--- config.mk ---
export PLATFORM = sky130hd
export DESIGN_NAME = cfg_chain_loader
export DESIGN_NICKNAME = d
export VERILOG_FILES = /design/src/rtl/cfg_pkg.sv /design/src/rtl/cfg_word_serializer.sv /design/src/rtl/cfg_chain_loader.sv
export SDC_FILE = /design/constraint.sdc
export NUM_CORES = 1
export LEC_CHECK = 0
export ABC_AREA = 1
export CAP_MARGIN = 20
export CORE_MARGIN = 5
export CORE_UTILIZATION = 49
export CTS_BUF_LIST = sky130_fd_sc_hd__clkbuf_4 sky130_fd_sc_hd__clkbuf_8 sky130_fd_sc_hd__clkbuf_16
export DETAILED_ROUTE_END_ITERATION = 6
export PLACE_DENSITY = 0.7
export REMOVE_ABC_BUFFERS = 1
export SLEW_MARGIN = 0
export SYNTH_ARGS = -nofsm -noshare
export SYNTH_HDL_FRONTEND = slang
export SYNTH_HIERARCHICAL = 1
export SYNTH_SLANG_ARGS = --single-unit
export TNS_END_PERCENT = 10
--- constraint.sdc ---
create_clock -name prog_clk -period 6.5 [get_ports prog_clk]
set_clock_uncertainty 0.15 [all_clocks]
set_input_delay 0.65 -clock prog_clk [delete_from_list [all_inputs] [get_ports prog_clk]]
set_output_delay 0.65 -clock prog_clk [all_outputs]
set_load 0.03 [all_outputs]
--- src/rtl/cfg_pkg.sv ---
// Shared types and CRC helper for the configuration chain loader.
package cfg_pkg;

    localparam int          CFG_WORD_W = 32;
    localparam logic [15:0] CRC16_POLY = 16'h1021;

    typedef enum logic [1:0] {
        IDLE = 2'd0,
        LOAD = 2'd1,
        CRC  = 2'd2,
        DONE = 2'd3
    } cfg_state_t;

    // One bit of CRC-16-CCITT, MSB-first, non-reflected.
    function automatic logic [15:0] crc16_bit(input logic [15:0] crc, input logic in_bit);
        logic fb;
        fb = crc[15] ^ in_bit;
        return {crc[14:0], 1'b0} ^ (fb ? CRC16_POLY : 16'h0000);
    endfunction

endpackage

--- src/rtl/cfg_word_serializer.sv ---
// Shift register plus one-word prefetch; turns accepted stream words into an MSB-first bit stream.
module cfg_word_serializer
    import cfg_pkg::*;
(
    input  logic                  prog_clk,
    input  logic                  prog_rst,
    input  logic                  fetch_en,
    input  logic                  flush,
    input  logic [CFG_WORD_W-1:0] s_data,
    input  logic                  s_valid,
    output logic                  s_ready,
    output logic                  bit_valid,
    output logic                  bit_value
);

    localparam int MSB = CFG_WORD_W - 1;

    logic [CFG_WORD_W-1:0] sr;
    logic [CFG_WORD_W-1:0] pf;
    logic                  sr_valid;
    logic                  pf_valid;
    logic [4:0]            sr_idx;
    logic                  out_bit;
    logic                  sr_last;
    logic                  sr_free;
    logic                  take;

    assign sr_last   = sr_valid && (sr_idx == 5'd31);
    assign sr_free   = !sr_valid || sr_last;
    assign s_ready   = fetch_en && !pf_valid;
    assign take      = s_ready && s_valid;
    assign bit_valid = sr_valid;
    assign bit_value = out_bit;

    // out_bit tracks sr[MSB] whenever sr is valid and holds its value across stalls.
    always_ff @(posedge prog_clk or posedge prog_rst) begin
        if (prog_rst) begin
            sr       <= '0;
            pf       <= '0;
            sr_valid <= 1'b0;
            pf_valid <= 1'b0;
            sr_idx   <= '0;
            out_bit  <= 1'b0;
        end else if (flush) begin
            sr_valid <= 1'b0;
            pf_valid <= 1'b0;
            sr_idx   <= '0;
        end else begin
            if (sr_free && pf_valid) begin
                sr       <= pf;
                sr_valid <= 1'b1;
                sr_idx   <= '0;
                out_bit  <= pf[MSB];
                pf_valid <= 1'b0;
            end else if (sr_valid) begin
                sr     <= {sr[MSB-1:0], 1'b0};
                sr_idx <= sr_idx + 5'd1;
                if (sr_last) begin
                    sr_valid <= 1'b0;
                end else begin
                    out_bit <= sr[MSB-1];
                end
            end
            if (take) begin
                pf       <= s_data;
                pf_valid <= 1'b1;
            end
        end
    end

endmodule

--- src/rtl/cfg_chain_loader.sv ---
// Streams a configuration bitstream into a fabric row's scan chain, then checks a trailing CRC-16 word.
//   state | meaning
//   IDLE  | waiting for start
//   LOAD  | fetching words and shifting CHAIN_LEN bits into the row
//   CRC   | waiting for the trailing CRC word
//   DONE  | one-cycle completion, done=1
module cfg_chain_loader
    import cfg_pkg::*;
#(
    parameter int          CHAIN_LEN = 512,
    parameter int          WORD_W    = 32,
    parameter logic [15:0] CRC_INIT  = 16'hFFFF
) (
    input  logic              prog_clk,
    input  logic              prog_rst,
    input  logic              start,
    input  logic              abort,
    input  logic [WORD_W-1:0] s_data,
    input  logic              s_valid,
    output logic              s_ready,
    output logic              prog_out,
    output logic              prog_en,
    output logic              busy,
    output logic              done,
    output logic              crc_err,
    output logic [15:0]       bit_count
);

    localparam int          N_WORDS    = (CHAIN_LEN + WORD_W - 1) / WORD_W;
    localparam logic [11:0] WORDS_INIT = 12'(N_WORDS);
    localparam logic [15:0] CHAIN_END  = 16'(CHAIN_LEN);
    localparam logic [15:0] LAST_BIT   = 16'(CHAIN_LEN - 1);

    if (WORD_W != CFG_WORD_W) begin : g_word_w_chk
        $error("cfg_chain_loader: WORD_W must be %0d", CFG_WORD_W);
    end
    if (CHAIN_LEN < 1 || CHAIN_LEN > 65535) begin : g_chain_len_chk
        $error("cfg_chain_loader: CHAIN_LEN out of range 1..65535");
    end

    cfg_state_t  state;
    logic [11:0] words_left;
    logic [15:0] crc;
    logic        ser_ready;
    logic        bit_valid;
    logic        bit_value;
    logic        fetch_en;
    logic        shift;
    logic        last_shift;
    logic        flush;
    logic        take;

    // words_left counts down the words still to fetch; fetching stops at zero.
    assign fetch_en   = (state == LOAD) && (words_left != 12'd0);
    assign shift      = (state == LOAD) && bit_valid && (bit_count != CHAIN_END);
    assign last_shift = shift && (bit_count == LAST_BIT);
    assign flush      = (state == LOAD) && (abort || last_shift);
    assign take       = ser_ready && s_valid;
    assign s_ready    = ser_ready || (state == CRC);
    assign prog_en    = bit_valid;
    assign prog_out   = bit_value;

    cfg_word_serializer u_ser (
        .prog_clk  (prog_clk),
        .prog_rst  (prog_rst),
        .fetch_en  (fetch_en),
        .flush     (flush),
        .s_data    (s_data),
        .s_valid   (s_valid),
        .s_ready   (ser_ready),
        .bit_valid (bit_valid),
        .bit_value (bit_value)
    );

    always_ff @(posedge prog_clk or posedge prog_rst) begin
        if (prog_rst) begin
            state      <= IDLE;
            words_left <= '0;
            crc        <= CRC_INIT;
            crc_err    <= 1'b0;
            done       <= 1'b0;
            busy       <= 1'b0;
            bit_count  <= '0;
        end else begin
            done <= 1'b0;
            case (state)
                IDLE, DONE: begin
                    if (start) begin
                        state      <= LOAD;
                        busy       <= 1'b1;
                        bit_count  <= '0;
                        crc_err    <= 1'b0;
                        crc        <= CRC_INIT;
                        words_left <= WORDS_INIT;
                    end else begin
                        state <= IDLE;
                    end
                end
                LOAD: begin
                    if (abort) begin
                        state <= IDLE;
                        busy  <= 1'b0;
                    end else begin
                        if (take) begin
                            words_left <= words_left - 12'd1;
                        end
                        if (shift) begin
                            bit_count <= bit_count + 16'd1;
                            crc       <= crc16_bit(crc, bit_value);
                        end
                        if (last_shift) begin
                            state <= CRC;
                        end
                    end
                end
                CRC: begin
                    if (abort) begin
                        state <= IDLE;
                        busy  <= 1'b0;
                    end else if (s_valid) begin
                        crc_err <= (s_data[15:0] != crc);
                        state   <= DONE;
                        done    <= 1'b1;
                        busy    <= 1'b0;
                    end
                end
                default: begin
                    state <= IDLE;
                    busy  <= 1'b0;
                end
            endcase
        end
    end

endmodule

# Word-level counts from Yosys, hierarchy flattened
# Index checks and enable logic that the tools add are counted.
word_totals:
  in_bits: 37
  wordCells: 112
  ff_bits: 120
  out_inout_bits: 22
classes:
  n_addsub: 3
  bitwise: 3
  mux: 46
  n_reduce_logical: 30
  eq_ne: 17
op_table:
  columns: ["cell", "n"]
  rows:
  - ["16-bit 2-to-1 mux", 6]
  - ["16-bit one-hot mux with 2 select lines", 2]
  - ["31-bit 2-to-1 mux", 2]
  - ["12-bit 2-to-1 mux", 3]
  - ["12-bit one-hot mux with 2 select lines", 1]
  - ["1-bit 2-to-1 mux", 21]
  - ["16-bit by 1-bit adder with 16-bit output, second input constant", 1]
  - ["16-bit by 9-bit equality test with 1-bit output, second input constant", 1]
  - ["16-bit by 10-bit inequality test with 1-bit output, second input constant", 1]
  - ["16-bit inequality test", 1]
  - ["2-bit inequality test, second input constant", 8]
  - ["16-bit by 13-bit bitwise XOR with 16-bit output", 1]
  - ["5-bit 2-to-1 mux", 3]
  - ["13-bit 2-to-1 mux", 1]
  - ["4-bit AND reduction", 3]
  - ["12-bit nonzero test", 1]
  - ["12-bit by 1-bit subtractor with 12-bit output, second input constant", 1]
  - ["1-bit logical AND", 9]
  - ["2-bit 2-to-1 mux", 4]
  - ["3-bit inequality test, second input constant", 2]
  - ["2-bit one-hot mux with 3 select lines", 1]
  - ["2-bit AND reduction", 3]
  - ["3-bit AND reduction", 2]
  - ["2-bit nonzero test", 3]
  - ["13 further kinds", 18]

# Logic depth before layout (Yosys ltp)
# Gate-level depths: netlist (run 1).
depth:
  word_depth: 8
  depth_mapped: 15

# Hierarchy
# Netlist (run 1), hierarchy kept.
by_module_without_submodules:
  columns: ["module", "n_inst", "cells_per_inst", "seq_area_each_um2", "area_each_um2"]
  rows:
  - ["cfg_word_serializer", 1, 363, 1776.7, 3185.6]
  - ["cfg_chain_loader", 1, 388, 1246.2, 2910.3]

# Least setup slack after synthesis (run 1)
# OpenSTA, ideal clock, no wires.
synth_timing:
  path_type: "register -> register"
  start: "register bit_count[0]"
  end: "register u_ser.pf[19]"
  t_arrival_ns: 2.185
  stages_incl_launch_ff: 14
  period_less_slack_ns: 2.412
  setup_time_ns: 0.076
  t_required_ns: 6.274
  slack_ns: 4.088
  cell_sequence: "dfrtp_1 -> ha_1 -> nand3_1 -> inv_1 -> nand2_1 -> nor2_1 -> nand3_1 -> a21oi_1 -> inv_2 -> nand3_2 -> buf_6 -> buf_2 -> nand2_1 -> o21ai_1"
synth_via:
  elab_chain_len: 7
  elab_cells_between_ends: 8
  classes_between: "eq/ne (2); bitwise (1); reduce/logical (5)"
synth_lines:
  columns: ["element", "line", "rtl"]
  rows:
  - ["from (decl)", "cfg_chain_loader.sv:26", "output logic [15:0] bit_count"]
  - ["from (signal assigned)", "cfg_chain_loader.sv:108", "bit_count <= bit_count + 16'd1;"]
  - ["16-bit by 10-bit inequality test with 1-bit output", "cfg_chain_loader.sv:55", "assign shift = (state == LOAD) && bit_valid && (bit_count != CHAIN_END);"]
  - ["1-bit logical AND", "cfg_chain_loader.sv:55", null]
  - ["1-bit logical AND (*)", "cfg_chain_loader.sv:56", "assign last_shift = shift && (bit_count == LAST_BIT);"]
  - ["1-bit logical OR (*)", "cfg_chain_loader.sv:57", "assign flush = (state == LOAD) && (abort || last_shift);"]
  - ["1-bit logical AND (*)", "cfg_chain_loader.sv:57", null]
  - ["via flush", "cfg_chain_loader.sv:50", "logic flush;"]
  - ["1-bit NOT (no source line) (*)", null, null]
  - ["2-bit AND reduction (no source line) (*)", null, null]
  - ["to (signal assigned)", "cfg_word_serializer.sv:65", "pf <= s_data;"]
  - ["to (decl)", "cfg_word_serializer.sv:19", "logic [CFG_WORD_W-1:0] pf;"]
# The timed path passes the listed nets; every way through them passes the cells marked *.
# A chain may end at the register's enable or synchronous reset.

# Final worst setup path (run 1)
layout_timing:
  start: "register state[1]"
  end: "output port s_ready"
layout_via:
  elab_chain_len: 4
  elab_cells_between_ends: 5
  classes_between: "eq/ne (2); reduce/logical (3)"
layout_lines:
  columns: ["element", "line", "rtl"]
  rows:
  - ["from (decl)", "cfg_chain_loader.sv:41", "cfg_state_t state;"]
  - ["from (signal assigned)", "cfg_chain_loader.sv:77", "state <= IDLE;"]
  - ["from (signal assigned)", "cfg_chain_loader.sv:89", "state <= LOAD;"]
  - ["from (signal assigned)", "cfg_chain_loader.sv:96", "state <= IDLE;"]
  - ["2-bit by 1-bit equality test with 1-bit output", "cfg_chain_loader.sv:54", "assign fetch_en = (state == LOAD) && (words_left != 12'd0);"]
  - ["1-bit logical AND", "cfg_chain_loader.sv:54", null]
  - ["via fetch_en", "cfg_chain_loader.sv:47", "logic fetch_en;"]
  - ["1-bit logical AND", "cfg_word_serializer.sv:30", "assign s_ready = fetch_en && !pf_valid;"]
  - ["via ser_ready", "cfg_chain_loader.sv:44", "logic ser_ready;"]
  - ["1-bit logical OR", "cfg_chain_loader.sv:59", "assign s_ready = ser_ready || (state == CRC);"]
  - ["to (decl)", "cfg_chain_loader.sv:20", "output logic s_ready,"]
# The timed path passes the listed nets, and every way through them passes these cells.

==> results of run 1 <==
## routing by layer
| metal | routed length [um] | vias up |
|---|---|---|
| met2 | 7470 | 116 |
| met4 | 153 | 0 |
| met1 | 6350 | 2560 |
| met3 | 681 | 15 |
| li1 | - | 2575 |
| met5 | 0 | - |
## report_power, final
group          leakage, nW  total, mW  switching (mW)  internal (mW)
clock network        0.329       1.06           0.327          0.737
logic                 1.65       1.25           0.841          0.413
registers             1.53       1.23           0.203           1.03
## worst max-delay path: cells and delay by family, from the launching register on
family                   cells  cell delay (ps)
adder cells (fa/ha/maj)      1              550
AND/OR/NAND/NOR              2              170
AO/OA/AOI/OAI                1              260
buffers and inverters        5             1150
flip-flops                   1              400
## sequential cells by signal, summed over array words and instances, names as in the netlist
| signal | count |
|---|---|
| u_ser/bit_valid | 1 |
| crc_err | 1 |
| crc | 16 |
| u_ser/sr | 31 |
| words_left | 12 |
| done | 1 |
| bit_count | 16 |
| u_ser/bit_value | 1 |
| u_ser/pf_valid | 1 |
| busy | 1 |
| u_ser/pf | 32 |
| u_ser/sr_idx | 5 |
| state | 2 |
## cells in the mapped netlist (all sizes together)
cell,number,area share [%]
o21bai,1,0.12
nor3,8,0.74
dfrtp,104,43
nand4,43,4.4
o21ai,61,5.0
clkbuf,10,0.62
inv,93,5.7
ha,8,1.6
o22a,4,0.57
nand3,99,8.3
o22ai,1,0.10
buf,24,2.7
a22oi,2,0.25
nor4,2,0.21
nor2,62,4.2
or2,1,0.10
o21a,1,0.12
xnor2,17,2.4
dfstp,16,6.9
a21oi,21,1.7
a41oi,1,0.14
xor2,7,1.0
nand2,165,10
## final cells by class
type	count	area (sq um)	area share, %
multi-input cells	504	2520	34.0
clock buffers	24	509	6.86
repair buffers	63	651	8.76
inverters	93	349	4.70
flip-flops and latches	120	3020	40.7
well taps	168	210	2.83
clock inverters	7	163	2.19
## placed cells by master (no fill, tap or decap), drive strengths merged, types with 2 or more instances in the layout
cell type / netlist / routed
bufinv: 0 / 5
nor2: 62 / 62
inv: 93 / 93
nor4: 2 / 2
ha: 8 / 8
clkbuf: 10 / 24
nand3: 99 / 99
buf: 24 / 5
nor3: 8 / 8
a22oi: 2 / 2
a21oi: 21 / 21
o22a: 4 / 4
o21ai: 61 / 61
nand2: 165 / 165
dfrtp: 104 / 104
clkdlybuf4s50: 0 / 58
xor2: 7 / 7
dfstp: 16 / 16
xnor2: 17 / 17
nand4: 43 / 43
## metrics by stage
| step | utilization, % | hold slack (ps) |
|---|---|---|
| after detailed placement | 55.4 | 323 |
| after CTS | 60.9 | 330 |
| final | 61.3 | 332 |
| after global placement | 55.4 | 319 |
| after global routing | 61.3 | 339 |
| after floorplan | - | 303 |
## cells by family after synthesis
logic type	after synthesis	share of synthesized area (%)
AND/OR/NAND/NOR	380	28.2
buffers and inverters	127	9.05
XOR/XNOR	24	3.45
AO/OA/AOI/OAI	92	8.05
adder cells (fa/ha/maj)	8	1.64
flip-flops	120	49.6
## worst paths after layout
path	from	end	cells past startpoint
min in group asynchronous	prog_rst	done	2
max reg2reg	state[1]	u_ser/pf[13]	11
max	state[1]	s_ready	9
min reg2reg	crc[12]	crc[12]	2
min	crc[12]	crc[12]	2
max in group asynchronous	prog_rst	u_ser/bit_value	3
==> impl_metrics.tcl, run 1 <==
set metrics [dict create \
    cts.sinks 120 \
    ys_ff_latch 120 \
    tightest_slew_ps 883 \
    die_w_um 122 \
    viasPerCell 5.38 \
    grt_use_total_pct 20.7 \
    setup_viol 0 \
    vias 5266 \
    dp_hpwl_um 9510 \
    grt_start_max_net_pins 72 \
    yosysWarnings 6 \
    final_nets 844 \
    min_period_ps 3750 \
    hold_path.class "reg -> reg" \
    max_freq_mhz 266 \
    grt_antenna_before_repair 0 \
    rsz0062_at_grt "false" \
    yosysSeqAreaShare_pct 49.6 \
    ant_nets 0 \
    synthDistinctLibCells 32 \
    core-area_sq_mm 0.0121 \
    drtIter0Drc 527 \
    grt_overflow_total 0 \
    avgSynthCellArea_sq_um 8.12 \
    powerDensity_mw_per_mm2 478 \
    grt_pass1_vias 5212 \
    met1_usage_pct 25.1 \
    postCtsSetupRepairBufs 0 \
    crit_path_max_fanout 14 \
    cap_violations 0 \
    design.die.area_sq_mm 0.0148 \
    total_leakage_power_nw 3.51 \
    grt.busiest_layer "met2" \
    drive_gt1_share_pct 8.75 \
    instances_no_fill 979 \
    cp.required_ps 5700 \
    dp.cells 946 \
    die_height_um 122 \
    layout_setup_ws_ps 2750 \
    cts_root_buffer "clkbuf_16" \
    htreeDepth 4 \
    start_kind "flip-flop" \
    syn_area_sq_mm 0.00610 \
    io_pins 59 \
    dp_slack_ps 2920 \
    total_power_mw 3.55 \
    grt_pass1_wl_um 24600 \
    r2r_slack_ps 3280 \
    cpMostUsedCell "inv_1" \
    slowest_stage "clkdlybuf4s50_1" \
    drc_errors 0 \
    slew_violations 0 \
    crit_path_max_incr_delay_ps 670 \
    row_count 40 \
    synth_cells 751 \
    n_fill_cell 1041 \
    drt_wl_total_um 14700 \
    fin_setup_tns_ps 0 \
    cts_tree "built" \
    critPathKind "reg -> out" \
    clock_latency_ps 420 \
    wl_per_cell_um 15.0 \
    grt_use_met3_pct 6.22 \
    area_delta_synth_final_pct 21.8 \
    slew_headroom_pct 41.1 \
    drt_pass1_iterations 5 \
    diodes 0 \
    crit_chain "inv_1 -> ha_1 -> inv_2 -> a41oi_1 -> inv_1 -> nor2_4 -> inv_1 -> nand2_1 -> clkdlybuf4s50_1" \
    io_buffer_count 58 \
    place.gp.congestion 0.849 \
    cp.arrival_ps 2950 \
    clk_pin_slew_ps 50 \
    end_kind "primary output" \
    design_area_sq_mm 0.00743 \
    clk_path_buf_depth 2 \
    status "finished, final reports clean" \
    finalCritPeriodShare_pct 57.8 \
    initial_core_util_pct 50.3 \
    hold_violations 0 \
    cts_hold_buf 0 \
    dpl-instance-area_sq_mm 0.00671 \
    cts_made_buffers 17 \
    ctsResizeCount 0 \
    grt_use_met2_pct 35.9 \
    ir_worst_vdd_v 0.000284 \
]
No activity file was read; power rests on OpenSTA's default activity.
==> run 2, diff against run 1 <==
==> constraint.sdc (replaced) <==
create_clock -name prog_clk -period 3.6 [get_ports prog_clk]
set_clock_uncertainty 0.15 [all_clocks]
set_input_delay 0.36 -clock prog_clk [delete_from_list [all_inputs] [get_ports prog_clk]]
set_output_delay 0.36 -clock prog_clk [all_outputs]
set_load 0.03 [all_outputs]
==> impl_metrics.tcl, run 2 (same netlist as run 1, synthesis figures left out) <==
set metrics [dict create \
    max_freq_mhz 341 \
    cts_tree "built" \
    place.gp.congestion 0.840 \
    fin_setup_tns_ps 0 \
    core-area_sq_mm 0.0121 \
    diodes 0 \
    power_frac_seq_pct 34.5 \
    crit_path_max_fanout 10 \
    end_kind "primary output" \
    drtIter0Drc 429 \
    hold_violations 0 \
    clk_path_buf_depth 2 \
    htreeDepth 4 \
    cp.arrival_ps 2420 \
    cts_made_buffers 17 \
    min_period_ps 2930 \
    viasPerCell 5.28 \
    finalCritPeriodShare_pct 81.5 \
    grt_antenna_before_repair 0 \
    ir_worst_vdd_v 0.000533 \
    p_int_mw 3.89 \
    grt_overflow_total 0 \
    drive_gt1_share_pct 9.31 \
    powerDensity_mw_per_mm2 856 \
    reg_top3 "u_ser/pf x32, u_ser/sr x31" \
    grt_pass1_wl_um 24200 \
    wl_per_cell_um 14.7 \
    grt_start_max_net_pins 72 \
    combPwrFrac_pct 36.5 \
    crit_path_max_incr_delay_ps 670 \
    io_pins 59 \
    status "finished, final reports clean" \
    area_delta_synth_final_pct 21.9 \
    cp.required_ps 3090 \
    largest-register "u_ser/pf" \
    cts_hold_buf 0 \
    die_w_um 122 \
    dp_hpwl_um 9390 \
    vias 5196 \
    grt_use_total_pct 20.5 \
    cts.sinks 120 \
    cpLargestDelayFamily "buffers and inverters" \
    setup_viol 0 \
    cts_root_buffer "clkbuf_16" \
    hold_path.class "in -> async" \
    critical_path_buf_inv_count 5 \
    drt_pass1_iterations 7 \
    cpMostUsedCell "inv_1" \
    grt_pass1_vias 5093 \
    p_clk_share_pct 29.1 \
    rsz0062_at_grt "false" \
    dp_slack_ps 807 \
    slew_violations 0 \
    initial_core_util_pct 50.3 \
    ctsResizeCount 0 \
    postCtsSetupRepairBufs 0 \
    ant_nets 0 \
    power_switching_mw 2.47 \
    cap_violations 0 \
    largest_reg_flops 32 \
    io_buffer_count 58 \
    critPathKind "reg -> out" \
    clock_latency_ps 420 \
    layout_setup_ws_ps 667 \
    most-common-layout-cells "nand2_1, dfrtp_1, nand3_1, inv_1, clkdlybuf4s50_1" \
    row_count 40 \
    tightest_slew_ps 886 \
    slowest_stage "clkdlybuf4s50_1" \
    slew_headroom_pct 40.9 \
    design.die.area_sq_mm 0.0148 \
    power.share.switching_pct 38.8 \
    crit_chain "inv_1 -> ha_1 -> inv_2 -> a41oi_1 -> inv_1 -> nor2_4 -> inv_1 -> nand2_1 -> clkdlybuf4s50_1" \
    final_nets 848 \
    start_kind "flip-flop" \
    die_height_um 122 \
    clk_pin_slew_ps 50 \
    final_common_cell "nand2_1" \
    drc_errors 0 \
    total_leakage_power_nw 3.52 \
    drt_wl_total_um 14400 \
]
run 2: power groups by stage:
stage	combinational, mW	sequential (mW)	clock (mW)
floorplan	1.53	2.20	0
global placement	2.21	2.19	0
detailed placement	2.30	2.19	0
CTS	2.33	2.18	1.88
global route	2.60	2.25	1.95
finish	2.32	2.19	1.85
run 2: routing by layer:
layer / GRT usage [%] / vias up / wire (um) / part of all wire (%)
met5: 0 / - / 0 / 0
met4: 7.56 / 0 / 179 / 1.2
met3: 5.90 / 18 / 741 / 5.1
met2: 33.8 / 135 / 7030 / 49
met1: 25.8 / 2467 / 6470 / 45
li1: - / 2576 / - / -
run 2: worst paths after layout:
check | startpoint | end | slack (ps) | cells past startpoint
max reg2reg | bit_count[0] | u_ser/pf[15] | 790 | 12
max in group asynchronous | prog_rst | u_ser/sr[3] | 2290 | 3
min reg2reg | u_ser/pf[27] | u_ser/pf[27] | 340 | 2
min | prog_rst | crc_err | 130 | 2
max | state[1] | s_ready | 670 | 9
min in group prog_clk | s_data[17] | u_ser/pf[17] | 340 | 3
run 2: through the flow:
stage | hold slack [ps] | total power [mW] | util, % | cells | cell area, sq um
finish | 134 | 6.36 | 61.4 | 984 | 7430
global route | 166 | 6.80 | 61.4 | 984 | 7430
CTS | 327 | 6.39 | 61.2 | 983 | 7410
detailed placement | 328 | 4.49 | 55.8 | 951 | 6760
global placement | 320 | 4.40 | 55.8 | 951 | 6760
floorplan | 303 | 3.73 | - | 717 | 5890
run 2: layout make-up:
cell class                      count  area (sq um)
Fill cell                        1038          4680
Sequential cell                   120          3020
Multi-Input combinational cell    504          2520
Timing Repair Buffer               67           673
Clock buffer                       25           517
Inverter                           93           349
Tap cell                          168           210
Clock inverter                      7           138
==> edit 1 (config.mk and constraints of run 2) <==
One comparison of `bit_count` changes from == to >=.
--- a/src/rtl/cfg_chain_loader.sv
+++ b/src/rtl/cfg_chain_loader.sv
@@ -53,7 +53,7 @@
     // words_left counts down the words still to fetch; fetching stops at zero.
     assign fetch_en   = (state == LOAD) && (words_left != 12'd0);
     assign shift      = (state == LOAD) && bit_valid && (bit_count != CHAIN_END);
-    assign last_shift = shift && (bit_count == LAST_BIT);
+    assign last_shift = shift && (bit_count >= LAST_BIT);
     assign flush      = (state == LOAD) && (abort || last_shift);
     assign take       = ser_ready && s_valid;
     assign s_ready    = ser_ready || (state == CRC);
Check against the original RTL: no difference found for any inputs over 10 cycles, from zero or initial values and one cycle with prog_rst high; that may be too few to reach the edited logic, so the function may still have changed.
==> edit 1 against run 2 <==
Combinational power decreased by 3%; cell area increased by 2.2%; wire length increased by 1.6%; die area increased by 2.7%; hold slack got worse by 98 ps; count of clock-buffer cells in the layout decreased by 1; synthesized area increased by 2.9%; setup slack got worse by 190 ps; sequential cell count unchanged; critical path depth unchanged; total power decreased by 0.59%; critical endpoint unchanged.
==> edit 1: results (changes against run 2) <==
stage,metric,value,unit,change
place,Post-Place Cells,970,,+2.0%
yosys,"top cells by count, synth","nand2_1, dfrtp_1, nand3_1",,
route,total iterations of the first detailed-routing run,5,,-2
route,1st-iter DRT viols,529,,+23%
cells_and_area,nets@finish,863,,+1.8%
pwr,P_leak,0.00358,uW,+1.7%
pwr,maximum vdd drop,494,uV,-7.1%
route,routed wire length,14.7,mm,+1.6%
place,Placement Setup Slack,802,ps,-5.28 ps
clock_network,CTS resizes,0,,unchanged
grt,largest net degree at the start of global routing,50,,-31%
cells_and_area,Fillers,1108,,+6.7%
yosys,yosys warns,6,,unchanged
route,wire length per cell,14.6,um,-0.28%
grt,GRT Total Usage,0.210,,+0.00490
yosys,Yosys cell types,37,,+16%
clock_network,clock insertion delay at the later pin of the skew report,420,ps,about the same
cells_and_area,share of layout cells above drive strength 1,0.128,,+0.0344
critical_path,Worst EP arrival,2610,ps,+190 ps
status,status,finished clean,,
yosys,cell count after synthesis,766,,+2.0%
clock_network,Clock Tree Root,clkbuf_16,,
sta,Slew @ Worst Pin,712,ps,-175 ps
place,DPL Wire Length,9.87,mm,+5.1%
clock_network,Post-CTS Setup Inserts,0,,unchanged
grt,vias in the first global route,5478,,+7.6%
sta,setup TNS,0,ps,unchanged
clock_network,H-tree lvl count,4,,unchanged
yosys,"top cells by area, synth","dfrtp_1, nand2_1, nand3_1",,
place,gp weighted congestion,0.878,,+4.6%
critical_path,worst-path fanout max,10,,unchanged
yosys,sequential area share after synthesis,0.482,,-0.0139
critical_path,r2r startpoint,bit_count[0],,
route,via-per-instance ratio,5.28,,about the same
grt,global-route wire length before repair,25.4,mm,+4.9%
## edit 1: final timing paths
check / end / slack [ps] / depth (start not counted)
setup / recovery: s_ready / 480 / 9
hold / removal: done / 40 / 2
setup reg to reg: u_ser/pf[25] / 790 / 12
hold reg to reg: u_ser/pf[6] / 340 / 2
max in group asynchronous: u_ser/sr_idx[2] / 2270 / 3
min in group prog_clk: u_ser/pf[31] / 340 / 3
## edit 1: layout make-up
| type | instances | area [um2] | share of cell area |
|---|---|---|---|
| repair buffers | 68 | 668 | 0.0880 |
| well taps | 172 | 215 | 0.0283 |
| clock inverters | 8 | 165 | 0.0217 |
| multi-input cells | 523 | 2690 | 0.354 |
| flip-flops and latches | 120 | 3020 | 0.398 |
| inverters | 88 | 333 | 0.0438 |
| clock buffers | 24 | 503 | 0.0662 |
## edit 1: cells by family (layout without fill, tap and decap cells)
family / Yosys count / after routing / synth area share
DFF: 120 / 120 / 0.482
adders and majority gates: 8 / 8 / 0.0160
AOI/OAI and AO/OA: 92 / 92 / 0.0854
buffers and inverters: 123 / 188 / 0.0898
and+or+nand+nor: 402 / 402 / 0.298
xor gates and xnor gates: 21 / 21 / 0.0293
## edit 1: per-stage QoR
stage	total power [uW]	area (um2)
5_1_grt	6760	7590
3_3_place_gp	4310	6910
6_report	6330	7590
3_5_place_dp	4420	6910
4_1_cts	6350	7570
2_1_floorplan	3710	6040
## edit 1: routing by layer
layer,share of wire,track usage,up-vias
met2,0.51,0.358,142
li1,-,-,2616
met4,0.013,0.0692,0
met1,0.43,0.261,2520
met5,0,0,-
met3,0.048,0.0540,21
## edit 1: report_power, final
part / total (uW) / leakage [uW] / switching [uW] / internal [uW]
Combinational: 2260 / 0.00172 / 1530 / 736
Clock: 1910 / 0.000334 / 585 / 1320
Sequential: 2160 / 0.00153 / 330 / 1830
Total: 6330 / 0.00358 / 2440 / 3880
## edit 1: worst max-delay path: stages (launching register included)
cell,delay (ps)
dfrtp_1,400
inv_1,60
ha_1,380
inv_4,140
a41oi_1,190
inv_1,100
nor2_4,100
inv_1,80
nand2_1,70
clkdlybuf4s50_1,660
==> edit 2 (settings of run 2) <==
Made on the original files. Change the parameter `CHAIN_LEN` from 512 to 256.
--- a/src/rtl/cfg_chain_loader.sv
+++ b/src/rtl/cfg_chain_loader.sv
@@ -7,7 +7,7 @@
 module cfg_chain_loader
     import cfg_pkg::*;
 #(
-    parameter int          CHAIN_LEN = 512,
+    parameter int          CHAIN_LEN = 256,
     parameter int          WORD_W    = 32,
     parameter logic [15:0] CRC_INIT  = 16'hFFFF
 ) (
Formal check against the unedited RTL: same outputs for any inputs over 10 cycles, from zero or initial values and one cycle with prog_rst high; that may be too few to reach the edited logic, so the function may still have changed.
==> edit 2 against run 2 <==
Setup slack got worse by 96 ps; sequential cell count did not move; hold slack improved by 16 ps; via count fell by 0.94%; synthesized area rose by 0.43%; wire length fell by 2.2%; cell area fell by 1.5%; clock power fell by 19%; utilization fell by 0.91 points; total power fell by 5.6%; final cell count fell by 0.41%; sequential share of layout area rose by 0.61 points; critical path depth did not move; critical path type unchanged; highest routed layer unchanged.
==> edit 2: results (changes against run 2) <==
stage,metric,value,unit,change
critical_path,Reg2Reg Setup Slack,830,ps,+40 ps
status,status,finished clean,,
yosys,Yosys cell types,32,,unchanged
cells_and_area,Fillers,1083,,+4.3%
grt,largest net degree at the start of global routing,50,,-31%
cells_and_area,share of layout cells above drive strength 1,0.0998,,+0.00662
yosys,post-synth top area share,0.425,,-0.00183
yosys,"top cells by count, synth","nand2_1, dfrtp_1, nand3_1",,
sta,Slew @ Worst Pin,717,ps,-170 ps
pwr,maximum vdd drop,450,uV,-16%
route,wire length on met3,675,um,-8.9%
grt,GRT Total Usage,0.200,,-0.00546
route,routed wire length,14.1,mm,-2.2%
place,Post-Place Cells,950,,-0.11%
route,WL met2,6.93,mm,-1.3%
route,Met1 Routed Length,6.27,mm,-3.0%
pwr,P_leak,0.00354,uW,+0.53%
route,total iterations of the first detailed-routing run,5,,-2
critical_path,reg2reg end,u_ser/pf[20],,
yosys,"top cells by area, synth","dfrtp_1, nand2_1, nand3_1",,
critical_path,Worst EP arrival,2520,ps,+100 ps
critical_path,worst-path fanout max,9,,-1
place,gp weighted congestion,0.908,,+8.1%
yosys,cell count after synthesis,749,,-0.27%
route,via count,5147,,-0.94%
sta,WHS,150,ps,+16.1 ps
route,via-per-instance ratio,5.25,,-0.54%
clock_network,clock insertion delay at the later pin of the skew report,410,ps,
place,DPL Wire Length,9.48,mm,+0.96%
grt,global-route wire length before repair,23.7,mm,-2.1%
clock_network,H-tree lvl count,4,,unchanged
[edit 2: cell types whose count changed in the layout (fill, tap and decap cells not counted), moves of 3 or more]
cell,run 2,this run
clkbuf_8,5,2
inv_1,86,94
o22a_1,4,0
a22oi_1,2,13
a21oi_1,21,12
bufinv_16,4,0
nor3_2,1,4
xnor2_1,17,14
o21ai_0,27,30
nand2_1,162,153
clkbuf_4,3,6
nor2_1,57,52
[edit 2: report_power, final]
group	internal [uW]	switching [uW]
Clock	942	549
Sequential	1850	345
Combinational	772	1540
Total	3570	2440
[edit 2: cell type report]
type	instances	area, um2	share of cell area
sequential	120	3020	0.413
multi-input combinational	493	2500	0.341
timing repair buffer	69	688	0.0940
clock buffer	25	498	0.0680
inverter	101	379	0.0518
tap	168	210	0.0287
clock inverter	4	22.5	0.00308
[edit 2: layer usage]
layer	global-route usage	vias up
li1	-	2565
met1	0.245	2434
met2	0.337	127
met3	0.0552	21
met4	0.0735	0
met5	0	-
[edit 2: cells by family (layout without fill, tap and decap cells)]
family | Yosys count | count (layout) | share of synthesized area
AOI/OAI and AO/OA | 93 | 93 | 0.0832
DFF | 120 | 120 | 0.494
xor gates and xnor gates | 20 | 20 | 0.0286
adders and majority gates | 8 | 8 | 0.0164
buffers and inverters | 136 | 199 | 0.0979
and+or+nand+nor | 372 | 372 | 0.280
[edit 2: how the worst max path moves through the flow]
| stage | slack (ps) | cells after the start | end |
|---|---|---|---|
| after global routing | 460 | 9 | s_ready |
| after detailed placement | 860 | 12 | u_ser/pf[20] |
| after CTS | 580 | 9 | s_ready |
| after global placement | 1000 | 11 | u_ser/pf[28] |
| after floorplan | 600 | 10 | u_ser/pf[27] |
| final | 570 | 9 | s_ready |
[edit 2: worst reg2reg max path: stages, from the launching register on]
cell and delay (ps):
dfrtp_1 480, ha_1 250, nand3_1 150, inv_1 120, nand2_1 100, nor2_1 120
nand3_1 90, a21oi_1 340, inv_2 80, nand3_2 380, buf_12 270, nand2_1 80
o21ai_1 80
[edit 2: per-stage QoR]
| stage | worst slack, ps | cell area [um2] |
|---|---|---|
| 6_report | 571 | 7320 |
| 5_1_grt | 461 | 7320 |
| 4_1_cts | 584 | 7300 |
| 3_5_place_dp | 859 | 6780 |
| 3_3_place_gp | 996 | 6780 |
| 2_1_floorplan | 599 | 5900 |
